**src/rtl/regfile_wb_scheduler_if.sv**
```systemverilog
// Bundle of issue, writeback and register-file write signals between the
// pipeline and regfile_wb_scheduler.
interface regfile_wb_scheduler_if;
    logic        issue_valid;
    logic        issue_we;
    logic        issue_long;
    logic [4:0]  issue_rd;
    logic [4:0]  issue_rs1;
    logic [4:0]  issue_rs2;
    logic        issue_use1;
    logic        issue_use2;
    logic        stall;

    logic        alu_wb_valid;
    logic [4:0]  alu_wb_rd;
    logic [31:0] alu_wb_data;

    logic        long_wb_valid;
    logic [4:0]  long_wb_rd;
    logic [31:0] long_wb_data;
    logic        long_wb_ready;

    logic        Wreg;
    logic [4:0]  rd;
    logic [31:0] Wdata;

    // Pipeline side: drives issue and writeback requests.
    modport master (
        output issue_valid, issue_we, issue_long, issue_rd, issue_rs1, issue_rs2,
               issue_use1, issue_use2,
        output alu_wb_valid, alu_wb_rd, alu_wb_data,
        output long_wb_valid, long_wb_rd, long_wb_data,
        input  stall, long_wb_ready, Wreg, rd, Wdata
    );

    // Scheduler side.
    modport slave (
        input  issue_valid, issue_we, issue_long, issue_rd, issue_rs1, issue_rs2,
               issue_use1, issue_use2,
        input  alu_wb_valid, alu_wb_rd, alu_wb_data,
        input  long_wb_valid, long_wb_rd, long_wb_data,
        output stall, long_wb_ready, Wreg, rd, Wdata
    );
endinterface

```
**src/rtl/regfile_wb_scheduler.sv**
```systemverilog
// Register-file write-port arbiter (ALU over long-op) and busy-register
// scoreboard producing the decode issue stall.
module regfile_wb_scheduler #(
    parameter int unsigned MAX_LONG     = 4,
    parameter int unsigned STARVE_LIMIT = 8
) (
    input  logic                   Clock,
    input  logic                   nReset,
    regfile_wb_scheduler_if.slave  bus
);
    localparam int unsigned NREGS = 32;
    localparam int unsigned AW    = 5;
    localparam int unsigned DW    = 32;
    localparam int unsigned LCW   = 4;
    localparam int unsigned SCW   = 8;

    logic [NREGS-1:0] busy_q, busy_d, busy_set, busy_clr;
    logic [LCW-1:0]   long_cnt_q, long_cnt_d;
    logic [SCW-1:0]   starve_cnt_q, starve_cnt_d;
    logic             wreg_q, wreg_d;
    logic [AW-1:0]    rd_q, rd_d;
    logic [DW-1:0]    wdata_q, wdata_d;

    logic stall_c;
    logic accept;
    logic hazard;
    logic long_full;
    logic starved;
    logic long_take;
    logic long_inc;
    logic long_dec;

    // Issue stall: operand/destination hazards, long-op capacity, starvation.
    always_comb begin
        long_full = (long_cnt_q == LCW'(MAX_LONG));
        starved   = (starve_cnt_q == SCW'(STARVE_LIMIT));
        hazard    = (bus.issue_use1 && busy_q[bus.issue_rs1]) ||
                    (bus.issue_use2 && busy_q[bus.issue_rs2]) ||
                    (bus.issue_we   && busy_q[bus.issue_rd]);
        stall_c   = bus.issue_valid &&
                    (hazard || (bus.issue_long && long_full) || starved);
        accept    = bus.issue_valid && !stall_c;
    end

    // ALU results cannot wait, so the long unit only gets free cycles.
    assign long_take = bus.long_wb_valid && !bus.alu_wb_valid;

    always_comb begin
        busy_set = '0;
        busy_clr = '0;
        if (accept && bus.issue_we && (bus.issue_rd != '0)) begin
            busy_set[bus.issue_rd] = 1'b1;
        end
        // The register file commits while Wreg is high; clear on that edge.
        if (wreg_q) begin
            busy_clr[rd_q] = 1'b1;
        end
        busy_d    = (busy_q & ~busy_clr) | busy_set;
        busy_d[0] = 1'b0;
    end

    always_comb begin
        long_inc   = accept && bus.issue_long;
        long_dec   = long_take && (long_cnt_q != '0);
        long_cnt_d = long_cnt_q;
        unique case ({long_inc, long_dec})
            2'b10:   long_cnt_d = long_cnt_q + LCW'(1);
            2'b01:   long_cnt_d = long_cnt_q - LCW'(1);
            default: long_cnt_d = long_cnt_q;
        endcase
    end

    // Counts consecutive cycles a pending long result loses to the ALU.
    always_comb begin
        starve_cnt_d = '0;
        if (bus.long_wb_valid && bus.alu_wb_valid) begin
            if (starved) begin
                starve_cnt_d = starve_cnt_q;
            end else begin
                starve_cnt_d = starve_cnt_q + SCW'(1);
            end
        end
    end

    always_comb begin
        wreg_d  = 1'b0;
        rd_d    = rd_q;
        wdata_d = wdata_q;
        if (bus.alu_wb_valid) begin
            wreg_d  = (bus.alu_wb_rd != '0);
            rd_d    = bus.alu_wb_rd;
            wdata_d = bus.alu_wb_data;
        end else if (bus.long_wb_valid) begin
            wreg_d  = (bus.long_wb_rd != '0);
            rd_d    = bus.long_wb_rd;
            wdata_d = bus.long_wb_data;
        end
    end

    always_ff @(posedge Clock or negedge nReset) begin
        if (!nReset) begin
            busy_q       <= '0;
            long_cnt_q   <= '0;
            starve_cnt_q <= '0;
            wreg_q       <= 1'b0;
            rd_q         <= '0;
            wdata_q      <= '0;
        end else begin
            busy_q       <= busy_d;
            long_cnt_q   <= long_cnt_d;
            starve_cnt_q <= starve_cnt_d;
            wreg_q       <= wreg_d;
            rd_q         <= rd_d;
            wdata_q      <= wdata_d;
        end
    end

    assign bus.stall         = stall_c;
    assign bus.long_wb_ready = long_take;
    assign bus.Wreg          = wreg_q;
    assign bus.rd            = rd_q;
    assign bus.Wdata         = wdata_q;

    // Protocol checks on the long-op unit.
    a_long_no_underflow: assert property (
        @(posedge Clock) disable iff (!nReset) long_take |-> (long_cnt_q != '0))
        else $error("long writeback accepted with no outstanding long op");

    a_long_bounded: assert property (
        @(posedge Clock) disable iff (!nReset) long_cnt_q <= LCW'(MAX_LONG))
        else $error("long op count above MAX_LONG");
endmodule

```
**src/flat_wrapper.sv**
```systemverilog
// flat-port wrapper written by rule: the top's interface ports become plain ports
module regfile_wb_scheduler_flat 
#(
    parameter int unsigned MAX_LONG     = 4,
    parameter int unsigned STARVE_LIMIT = 8
)
  (Clock, nReset, bus_issue_valid, bus_issue_we, bus_issue_long, bus_issue_rd, bus_issue_rs1, bus_issue_rs2, bus_issue_use1, bus_issue_use2, bus_alu_wb_valid, bus_alu_wb_rd, bus_alu_wb_data, bus_long_wb_valid, bus_long_wb_rd, bus_long_wb_data, bus_stall, bus_long_wb_ready, bus_Wreg, bus_rd, bus_Wdata);
  regfile_wb_scheduler_if bus_i ();
  input  logic Clock;
  input  logic nReset;
  input wire logic [$bits(bus_i.issue_valid)-1:0] bus_issue_valid;
  input wire logic [$bits(bus_i.issue_we)-1:0] bus_issue_we;
  input wire logic [$bits(bus_i.issue_long)-1:0] bus_issue_long;
  input wire logic [$bits(bus_i.issue_rd)-1:0] bus_issue_rd;
  input wire logic [$bits(bus_i.issue_rs1)-1:0] bus_issue_rs1;
  input wire logic [$bits(bus_i.issue_rs2)-1:0] bus_issue_rs2;
  input wire logic [$bits(bus_i.issue_use1)-1:0] bus_issue_use1;
  input wire logic [$bits(bus_i.issue_use2)-1:0] bus_issue_use2;
  input wire logic [$bits(bus_i.alu_wb_valid)-1:0] bus_alu_wb_valid;
  input wire logic [$bits(bus_i.alu_wb_rd)-1:0] bus_alu_wb_rd;
  input wire logic [$bits(bus_i.alu_wb_data)-1:0] bus_alu_wb_data;
  input wire logic [$bits(bus_i.long_wb_valid)-1:0] bus_long_wb_valid;
  input wire logic [$bits(bus_i.long_wb_rd)-1:0] bus_long_wb_rd;
  input wire logic [$bits(bus_i.long_wb_data)-1:0] bus_long_wb_data;
  output wire logic [$bits(bus_i.stall)-1:0] bus_stall;
  output wire logic [$bits(bus_i.long_wb_ready)-1:0] bus_long_wb_ready;
  output wire logic [$bits(bus_i.Wreg)-1:0] bus_Wreg;
  output wire logic [$bits(bus_i.rd)-1:0] bus_rd;
  output wire logic [$bits(bus_i.Wdata)-1:0] bus_Wdata;
  assign bus_i.issue_valid = bus_issue_valid;
  assign bus_i.issue_we = bus_issue_we;
  assign bus_i.issue_long = bus_issue_long;
  assign bus_i.issue_rd = bus_issue_rd;
  assign bus_i.issue_rs1 = bus_issue_rs1;
  assign bus_i.issue_rs2 = bus_issue_rs2;
  assign bus_i.issue_use1 = bus_issue_use1;
  assign bus_i.issue_use2 = bus_issue_use2;
  assign bus_i.alu_wb_valid = bus_alu_wb_valid;
  assign bus_i.alu_wb_rd = bus_alu_wb_rd;
  assign bus_i.alu_wb_data = bus_alu_wb_data;
  assign bus_i.long_wb_valid = bus_long_wb_valid;
  assign bus_i.long_wb_rd = bus_long_wb_rd;
  assign bus_i.long_wb_data = bus_long_wb_data;
  assign bus_stall = bus_i.stall;
  assign bus_long_wb_ready = bus_i.long_wb_ready;
  assign bus_Wreg = bus_i.Wreg;
  assign bus_rd = bus_i.rd;
  assign bus_Wdata = bus_i.Wdata;
  regfile_wb_scheduler #(.MAX_LONG(MAX_LONG), .STARVE_LIMIT(STARVE_LIMIT)) u_core (.Clock(Clock), .nReset(nReset), .bus(bus_i));
endmodule
```
**config.mk**
```make
export PLATFORM = sky130hd
export DESIGN_NAME = regfile_wb_scheduler_flat
export DESIGN_NICKNAME = d
export VERILOG_FILES = /design/src/rtl/regfile_wb_scheduler_if.sv /design/src/rtl/regfile_wb_scheduler.sv /design/src/flat_wrapper.sv
export SDC_FILE = /design/constraint.sdc
export NUM_CORES = 1
export LEC_CHECK = 0
export ABC_AREA = 1
export BUFFER_PORTS_ARGS = -buffer_cell sky130_fd_sc_hd__buf_2
export CAP_MARGIN = 15
export CORE_MARGIN = 1
export CORE_UTILIZATION = 53
export DETAILED_ROUTE_END_ITERATION = 10
export PLACE_DENSITY = 0.82
export SYNTH_ARGS = -nofsm -noshare
export SYNTH_HDL_FRONTEND = slang
export SYNTH_SLANG_ARGS = --single-unit
```
**constraint.sdc**
```tcl
create_clock -name Clock -period 4.05 [get_ports Clock]
set_clock_uncertainty 0.15 [all_clocks]
set_input_delay 0.2025 -clock Clock [delete_from_list [all_inputs] [get_ports Clock]]
set_output_delay 0.2025 -clock Clock [all_outputs]
set_load 0.02 [all_outputs]
```
==> run_results.csv, run 1 <==
group,metric,value,unit
drt,wire_per_inst,18.9,µm
floorplan,num_io_pins,138,
cells_and_area,instances_no_fill,1047,
synth,synth-seq-cells,81,
drt,drtIter0Drc,550,
floorplan,die_area,9850,µm²
clock_network,cts_root_buf,"clkbuf_8",
cells_and_area,nets,1035,
floorplan,initial_utilization,54.5,%
timing,rsz0062_at_grt,"false",
critical_path,end_kind,"register",
pwr,p_switching,0.00116,W
global_routing,grt_max_degree,82,
clock_network,numClockSinks,81,
critical_path,critical_path_class,"register to register",
timing,drv_slew,0,
synth,synth_fp_nets,834,
global_routing,grt_pass1_vias,6159,
pwr,swShare,40.2,%
synth,syn_area,5010,µm²
cells_and_area,fill_cells,626,
floorplan,row_count,35,
global_routing,grt_pass1_wl,31200,µm
synth,async_flop_share,100,%
cells_and_area,drive_gt1_share,19.6,%
timing,fmax,331,MHz
pwr,power_frac_clock,24.6,%
worst_hold_path,hp-class,"input pin to register",
drt,dr.pass1.iters,5,
pwr,p_per_area,429,nW/µm²
timing,timing.final.crit_period,3.02,ns
clock_network,clk_pin_slew,0.09,ns
critical_path,cp.required,4.16,ns
pwr,power.internal,0.00173,W
floorplan,core,9200,µm²
run_status,status,"finished clean",
pwr,finalPower,0.00289,W
synth,yosysTopAreaCellShare,40.4,%
pwr,power_frac_seq,45.0,%
floorplan,die_y,99.3,µm
placement,placed_cells,953,
global_routing,grt_use_total,41.7,%
clock_network,cts_tree,"yes",
timing,min_period_over_period,74.7,%
critical_path,worstPathMaxFanout,4,
drt,vias,6249,
global_routing,grt_overflow,0,
synth,synth_top_area_cell,"dfrtp_1",
timing,tns,0,ns
synth,synth_edf_count,0,
timing,fin_ws,1.03,ns
placement,gp_congestion,0.944,
cells_and_area,antenna_cells,0,
pwr,p_leak,3.41,nW
drt,viasPerCell,5.97,
clock_network,clkLatencyLatePin,0.36,ns
synth,synthesis.instances,730,
pwr,combPwrFrac,30.4,%
timing,max_slew_margin,31.3,%
synth,ys_seq_area_share,40.4,%
placement,place.port_buffers,137,
synth,synth_top_flop_cell,"dfrtp_1",
clock_network,h-tree-depth,3,
timing,worst_pin_slew,1.03,ns
drt,wl,19700,µm
floorplan,die_w,99.3,µm
critical_path,startpoint_type,"register",
pwr,vdd_drop_max,0.000241,V
timing,report.final.setup_viol,0,
clock_network,cts_buffers,9,
placement,dp_hpwl,11100,µm
drt,drc,0,
cells_and_area,areaGrowthSynthToFinish,34.4,%
global_routing,antenna_found_initial,0,
critical_path,arrival,3.13,ns
clock_network,cts_resized,0,
run,cap_violations,0,
drt,postRouteAntennaNets,0,
timing,hold_viol,0,
synth,avgSynthCellArea,6.87,µm²
synth,synthesis.yosys.warnings,0,
clock_network,clock_path_buffers,2,
placement,dpl_worst_slack,0.862,ns
synth,synth_cell_types,32,
synth,synth.area.top_cells,"dfrtp_1, nand2_1, nand3_1, o21ai_0, nand3_2",
[flip-flops by register name (all words and copies together), names as in the netlist]
signal / cells
u_core.bus.Wreg: 1
u_core.long_cnt_q: 4
u_core.busy_q: 31
u_core.bus.rd: 5
u_core.starve_cnt_q: 8
u_core.bus.Wdata: 32
[cell type report]
type	instances	area [µm²]	area share [%]
multi-input cells	566	2620	38.9
flip-flops and latches	81	2030	30.1
well taps	111	139	2.06
repair buffers	218	1510	22.4
inverters	55	209	3.10
clock inverters	6	97.6	1.45
clock buffers	10	138	2.04
[placed cells by master, fill, tap and decap left out, drive strengths merged, types with 5 or more instances in the layout]
cell type and count:
a21oi 9, buf 141, clkbuf 10, dfrtp 81
dlygate4sd3 77, ha 5, inv 57, nand2 299
nand3 121, nor2 51, nor3 14, o211ai 6
o21ai 45
[cells by family (layout without fill, tap and decap cells)]
| logic type | after synthesis | in the layout | share of synthesized area (%) |
|---|---|---|---|
| DFF | 81 | 81 | 40.4 |
| buffers and inverters | 83 | 289 | 7.44 |
| and+or+nand+nor | 490 | 490 | 42.5 |
| adders and majority gates | 6 | 6 | 1.65 |
| xor gates and xnor gates | 3 | 3 | 0.524 |
| AOI/OAI and AO/OA | 67 | 67 | 7.46 |
[repair_timing]
item                      in CTS  in global routing
hold buffers                  77                  0
hold endpoints to repair     119                  0
buffers inserted               0                  0
[worst paths after layout]
check,cells past startpoint,end,slack (ns),start
worst min-delay path,3,u_core.bus.rd[4]$_DFFE_PN0P_,0.02,bus_long_wb_rd[4]
min in group asynchronous,2,u_core.bus.Wdata[1]$_DFFE_PN0P_,0.39,nReset
max in group asynchronous,2,u_core.bus.Wdata[13]$_DFFE_PN0P_,2.68,nReset
worst max-delay path,21,u_core.long_cnt_q[3]$_DFFE_PN0P_,1.03,u_core.busy_q[6]$_DFF_PN0_
worst max register to register,21,u_core.long_cnt_q[3]$_DFFE_PN0P_,1.03,u_core.busy_q[6]$_DFF_PN0_
worst min register to register,1,u_core.long_cnt_q[0]$_DFFE_PN0P_,0.36,u_core.long_cnt_q[0]$_DFFE_PN0P_
[worst max-delay path: stages (launching register included)]
cell	delay [ns]
dfrtp_1	0.49
nand2_1	0.12
nand2_1	0.05
nand2_1	0.05
nand2_1	0.05
nand2_1	0.05
nand2_1	0.05
nor2_1	0.09
nand2_1	0.10
a21oi_2	0.18
nand3_2	0.13
nor2_4	0.12
nand2_1	0.06
ha_1	0.21
ha_1	0.32
nand2_1	0.07
nor2_1	0.04
a211oi_1	0.23
nor2_1	0.07
nor2_1	0.09
nand2_1	0.07
xor2_1	0.14
[Yosys cell counts, types with 2 or more instances]
master	n
a21oi_1	8
a31oi_1	2
buf_1	2
buf_2	8
buf_4	3
buf_6	5
clkbuf_1	10
dfrtp_1	81
ha_1	5
inv_1	53
nand2_1	299
nand3_1	101
nand3_2	20
nand4_1	2
nor2_1	50
nor3_1	14
o211ai_1	6
o21ai_0	45
o221ai_1	2
xor2_1	2
[metrics by stage]
| stage | utilization, % | hold slack [ns] | cell area (µm²) |
|---|---|---|---|
| after CTS | 73.0 | 0.0103 | 6710 |
| after floorplan | - | -0.243 | 5010 |
| after detailed placement | 62.0 | 0.262 | 5700 |
| final | 73.3 | 0.0169 | 6740 |
| after global routing | 73.3 | 0.0328 | 6740 |
| after global placement | 62.0 | 0.257 | 5700 |
[power groups by stage]
stage / clock [W] / sequential (W) / combinational [W]
after floorplan: 0 / 0.00118 / 0.000506
after CTS: 0.000698 / 0.00127 / 0.000836
after global routing: 0.000744 / 0.00130 / 0.000982
after global placement: 0 / 0.00128 / 0.000720
after detailed placement: 0 / 0.00128 / 0.000753
final: 0.000710 / 0.00130 / 0.000878
[layer usage]
| metal | GRT usage [%] | vias up | share of wire (%) |
|---|---|---|---|
| li1 | - | 2759 | - |
| met1 | 48.7 | 2827 | 35 |
| met2 | 68.8 | 531 | 47 |
| met3 | 8.08 | 132 | 11 |
| met4 | 30.3 | 0 | 7.2 |
| met5 | 0 | - | 0 |
Power figures use the tool's default switching activity.
==> run 2, diff against run 1 <==
--- a/config.mk
+++ b/config.mk
@@ -5,13 +5,13 @@
 export SDC_FILE = /design/constraint.sdc
 export NUM_CORES = 1
 export LEC_CHECK = 0
-export ABC_AREA = 1
+export ABC_AREA = 0
 export BUFFER_PORTS_ARGS = -buffer_cell sky130_fd_sc_hd__buf_2
 export CAP_MARGIN = 15
 export CORE_MARGIN = 1
-export CORE_UTILIZATION = 53
+export CORE_UTILIZATION = 52
 export DETAILED_ROUTE_END_ITERATION = 10
-export PLACE_DENSITY = 0.82
+export PLACE_DENSITY = 0.81
 export SYNTH_ARGS = -nofsm -noshare
 export SYNTH_HDL_FRONTEND = slang
 export SYNTH_SLANG_ARGS = --single-unit
==> constraint.sdc (replaced) <==
create_clock -name Clock -period 3 [get_ports Clock]
set_clock_uncertainty 0.15 [all_clocks]
set_input_delay 0.15 -clock Clock [delete_from_list [all_inputs] [get_ports Clock]]
set_output_delay 0.15 -clock Clock [all_outputs]
set_load 0.02 [all_outputs]
==> run 2 against run 1 <==
Effect of this change: clock-buffer cell count down 1; sequential power up 25%; synthesized cell count down 34%; combinational power up 32%; final cell count down 24%; die area down 3.9%; register-to-register slack worse by 1.0 ns; highest routed layer unchanged.
==> run_results.csv, run 2 <==
group,metric,value,unit
run_status,status,"finished clean",
critical_path,worstPathMaxFanout,3,
critical_path,crit_buf_inv,0,
cells_and_area,instances_no_fill,795,
timing,drv_slew,0,
critical_path,cpLargestDelayFamily,"simple AND/OR/NAND/NOR gates",
synth,ys_top_cells_by_count,"o21ai_0, dfrtp_1, nand2_1",
run,cap_violations,0,
synth,synth-xor-area-share,1.85,%
clock_network,clock_path_buffers,2,
cells_and_area,final_common_cell,"buf_2",
critical_path,cpPeakStageDelay,0.55,ns
synth,avgSynthCellArea,9.84,µm²
timing,hold_viol,0,
clock_network,cts_root_buf,"clkbuf_8",
pwr,p_per_area,553,nW/µm²
timing,tns,0,ns
synth,synth_cell_types,41,
drt,wire_per_inst,19.5,µm
drt,viasPerCell,6.02,
synth,synthAdderAreaFrac,1.75,%
clock_network,numClockSinks,81,
pwr,vdd_drop_max,0.000292,V
clock_network,h-tree-depth,3,
floorplan,die_y,97.3,µm
timing,report.final.setup_viol,0,
synth,synth_top_flop_cell,"dfrtp_1",
clock_network,cts_buffers,9,
worst_hold_path,hp-class,"input pin to register",
critical_path,cp_common_cell,"ha_4",
cells_and_area,areaGrowthSynthToFinish,36.5,%
pwr,power_frac_seq,45.5,%
placement,place.port_buffers,137,
cells_and_area,fill_cells,580,
drt,drc,0,
drt,wl,15500,µm
global_routing,grt_overflow,0,
cells_and_area,antenna_cells,0,
synth,synth_edf_count,0,
critical_path,critical_path_class,"register to register",
timing,min_period_over_period,99.1,%
synth,synth-compound-area-share,14.2,%
global_routing,grt_pass1_vias,5085,
synth,synth_top_area_cell,"dfrtp_1",
floorplan,die_area,9470,µm²
floorplan,die_w,97.3,µm
synth,synthesis.instances,480,
synth,syn_area,4720,µm²
clock_network,clkLatencyLatePin,0.35,ns
pwr,power_frac_clock,22.0,%
synth,yosys.area_share.simple,14.8,%
synth,synth_top_family_by_area,"multiplexers",
global_routing,grt_max_degree,82,
pwr,p_leak,2.96,nW
floorplan,core,8760,µm²
cells_and_area,final_cell_mix,"buf_2, o21ai_0, dfrtp_1",
global_routing,grt_pass1_wl,25400,µm
pwr,swShare,35.3,%
clock_network,cts_setup_buffers,0,
cells_and_area,drive_gt1_share,28.2,%
timing,max_slew_margin,32.3,%
synth,yosysTopAreaCellShare,42.9,%
placement,dp_hpwl,9270,µm
pwr,power.internal,0.00231,W
synth,yosysMostFrequentCell,"o21ai_0",
timing,rsz0062_at_grt,"true",
synth,async_flop_share,100,%
drt,postRouteAntennaNets,0,
cells_and_area,largest_register_ffs,32,
synth,synth_fp_nets,584,
clock_network,clk_pin_slew,0.09,ns
timing,fmax,336,MHz
synth,synthesis.yosys.warnings,0,
critical_path,arrival,3.06,ns
synth,ys_seq_area_share,42.9,%
critical_path,startpoint_type,"register",
floorplan,row_count,34,
drt,vias,4787,
drt,drtIter0Drc,524,
floorplan,num_io_pins,138,
synth,synth.area.top_cells,"dfrtp_1, mux2i_1, o21ai_0, mux4_2, nand2_1",
clock_network,cts_tree,"yes",
synth,synthMuxAreaShare,20.4,%
timing,timing.final.crit_period,2.97,ns
critical_path,path_cells,"or4_4 -> nor3_4 -> a211oi_2 -> a2111o_1 -> nand4_4 -> or2_4 -> ha_4 -> ha_4 -> a21o_1 -> a21oi_2 -> xnor2_1 -> nor2_1 -> xor2_1",
pwr,combPwrFrac,32.5,%
global_routing,grt_use_total,34.0,%
drt,dr.pass1.iters,5,
critical_path,end_kind,"register",
pwr,p_switching,0.00126,W
critical_path,cp.required,3.09,ns
floorplan,initial_utilization,53.9,%
timing,worst_pin_slew,1.01,ns
cells_and_area,nets,787,
synth,synth-seq-cells,81,
critical_path,slowest_stage,"or4_4",
placement,gp_congestion,0.904,
placement,placed_cells,706,
global_routing,antenna_found_initial,0,
==> run 2: worst reg2reg max path, delay by kind of cell, from the launching register on <==
kind	cells	cell delay, ns
DFF	1	0.41
xor gates and xnor gates	2	0.27
AOI/OAI and AO/OA	4	0.70
and+or+nand+nor	5	1.00
adders and majority gates	2	0.33
==> run 2: per-stage QoR <==
stage | util, % | power [W] | cell area (µm²) | hold slack [ns] | setup slack (ns)
3_5_place_dp | 62.9 | 0.00265 | 5510 | 0.211 | 0.0112
5_1_grt | 73.5 | 0.00377 | 6440 | 0.0504 | -0.104
2_1_floorplan | - | 0.00228 | 4750 | -0.296 | -0.00148
3_3_place_gp | 62.9 | 0.00258 | 5510 | 0.200 | 0.0605
4_1_cts | 73.5 | 0.00351 | 6440 | 0.0160 | 0.00917
6_report | 73.5 | 0.00357 | 6440 | 0.0315 | 0.0256
==> run 2: cell type report <==
class | count | area, µm² | area share, %
Clock inverter | 6 | 60.1 | 0.932
Sequential cell | 81 | 2030 | 31.5
Multi-Input combinational cell | 357 | 2540 | 39.4
Tap cell | 108 | 135 | 2.10
Clock buffer | 9 | 124 | 1.92
Timing Repair Buffer | 221 | 1510 | 23.4
Inverter | 13 | 48.8 | 0.757
==> run 2: routing by layer <==
metal / vias to the layer above / global-route usage, % / part of all wire (%) / routed length (µm)
li1: 2120 / - / - / -
met1: 2286 / 40.4 / 37 / 5790
met2: 318 / 56.4 / 48 / 7440
met3: 63 / 8.42 / 9.7 / 1510
met4: 0 / 19.2 / 4.9 / 758
met5: - / 0 / 0 / 0
==> run 2: power by group through the flow <==
stage	clock network [W]	logic [W]	registers [W]
detailed placement	0	0.00103	0.00162
global route	0.000844	0.00127	0.00165
floorplan	0	0.000713	0.00157
global placement	0	0.000987	0.00160
CTS	0.000781	0.00113	0.00160
finish	0.000784	0.00116	0.00162
==> run 2: path summary, 6_finish.rpt <==
check                                                   start  depth (start not counted)                               end  slack, ns
setup / recovery           u_core.starve_cnt_q[7]$_DFFE_PN0P_                         13  u_core.long_cnt_q[3]$_DFFE_PN0P_       0.03
hold / removal                              bus_long_wb_rd[3]                          3      u_core.bus.rd[3]$_DFFE_PN0P_       0.03
setup reg to reg           u_core.starve_cnt_q[7]$_DFFE_PN0P_                         13  u_core.long_cnt_q[3]$_DFFE_PN0P_       0.03
hold reg to reg              u_core.long_cnt_q[3]$_DFFE_PN0P_                          1  u_core.long_cnt_q[3]$_DFFE_PN0P_       0.35
max in group asynchronous                              nReset                          2       u_core.busy_q[26]$_DFF_PN0_       1.68
min in group asynchronous                              nReset                          2  u_core.long_cnt_q[1]$_DFFE_PN0P_       0.35
==> run 2: cells by family (layout without fill, tap and decap cells) <==
| group | after synthesis | in the layout |
|---|---|---|
| adder cells (fa/ha/maj) | 6 | 6 |
| AO/OA/AOI/OAI | 124 | 124 |
| buffers and inverters | 42 | 249 |
| multiplexers | 75 | 75 |
| AND/OR/NAND/NOR | 142 | 142 |
| flip-flops | 81 | 81 |
| XOR/XNOR | 10 | 10 |
==> run 2: repair_timing <==
item                                    in CTS  in global routing
endpoints found under the hold margin      119                  0
pin swaps                                    1                  0
gates cloned                                 0                  0
endpoints found under the setup margin       1                  3
hold buffers                                74                  0
resized for setup                            0                  2
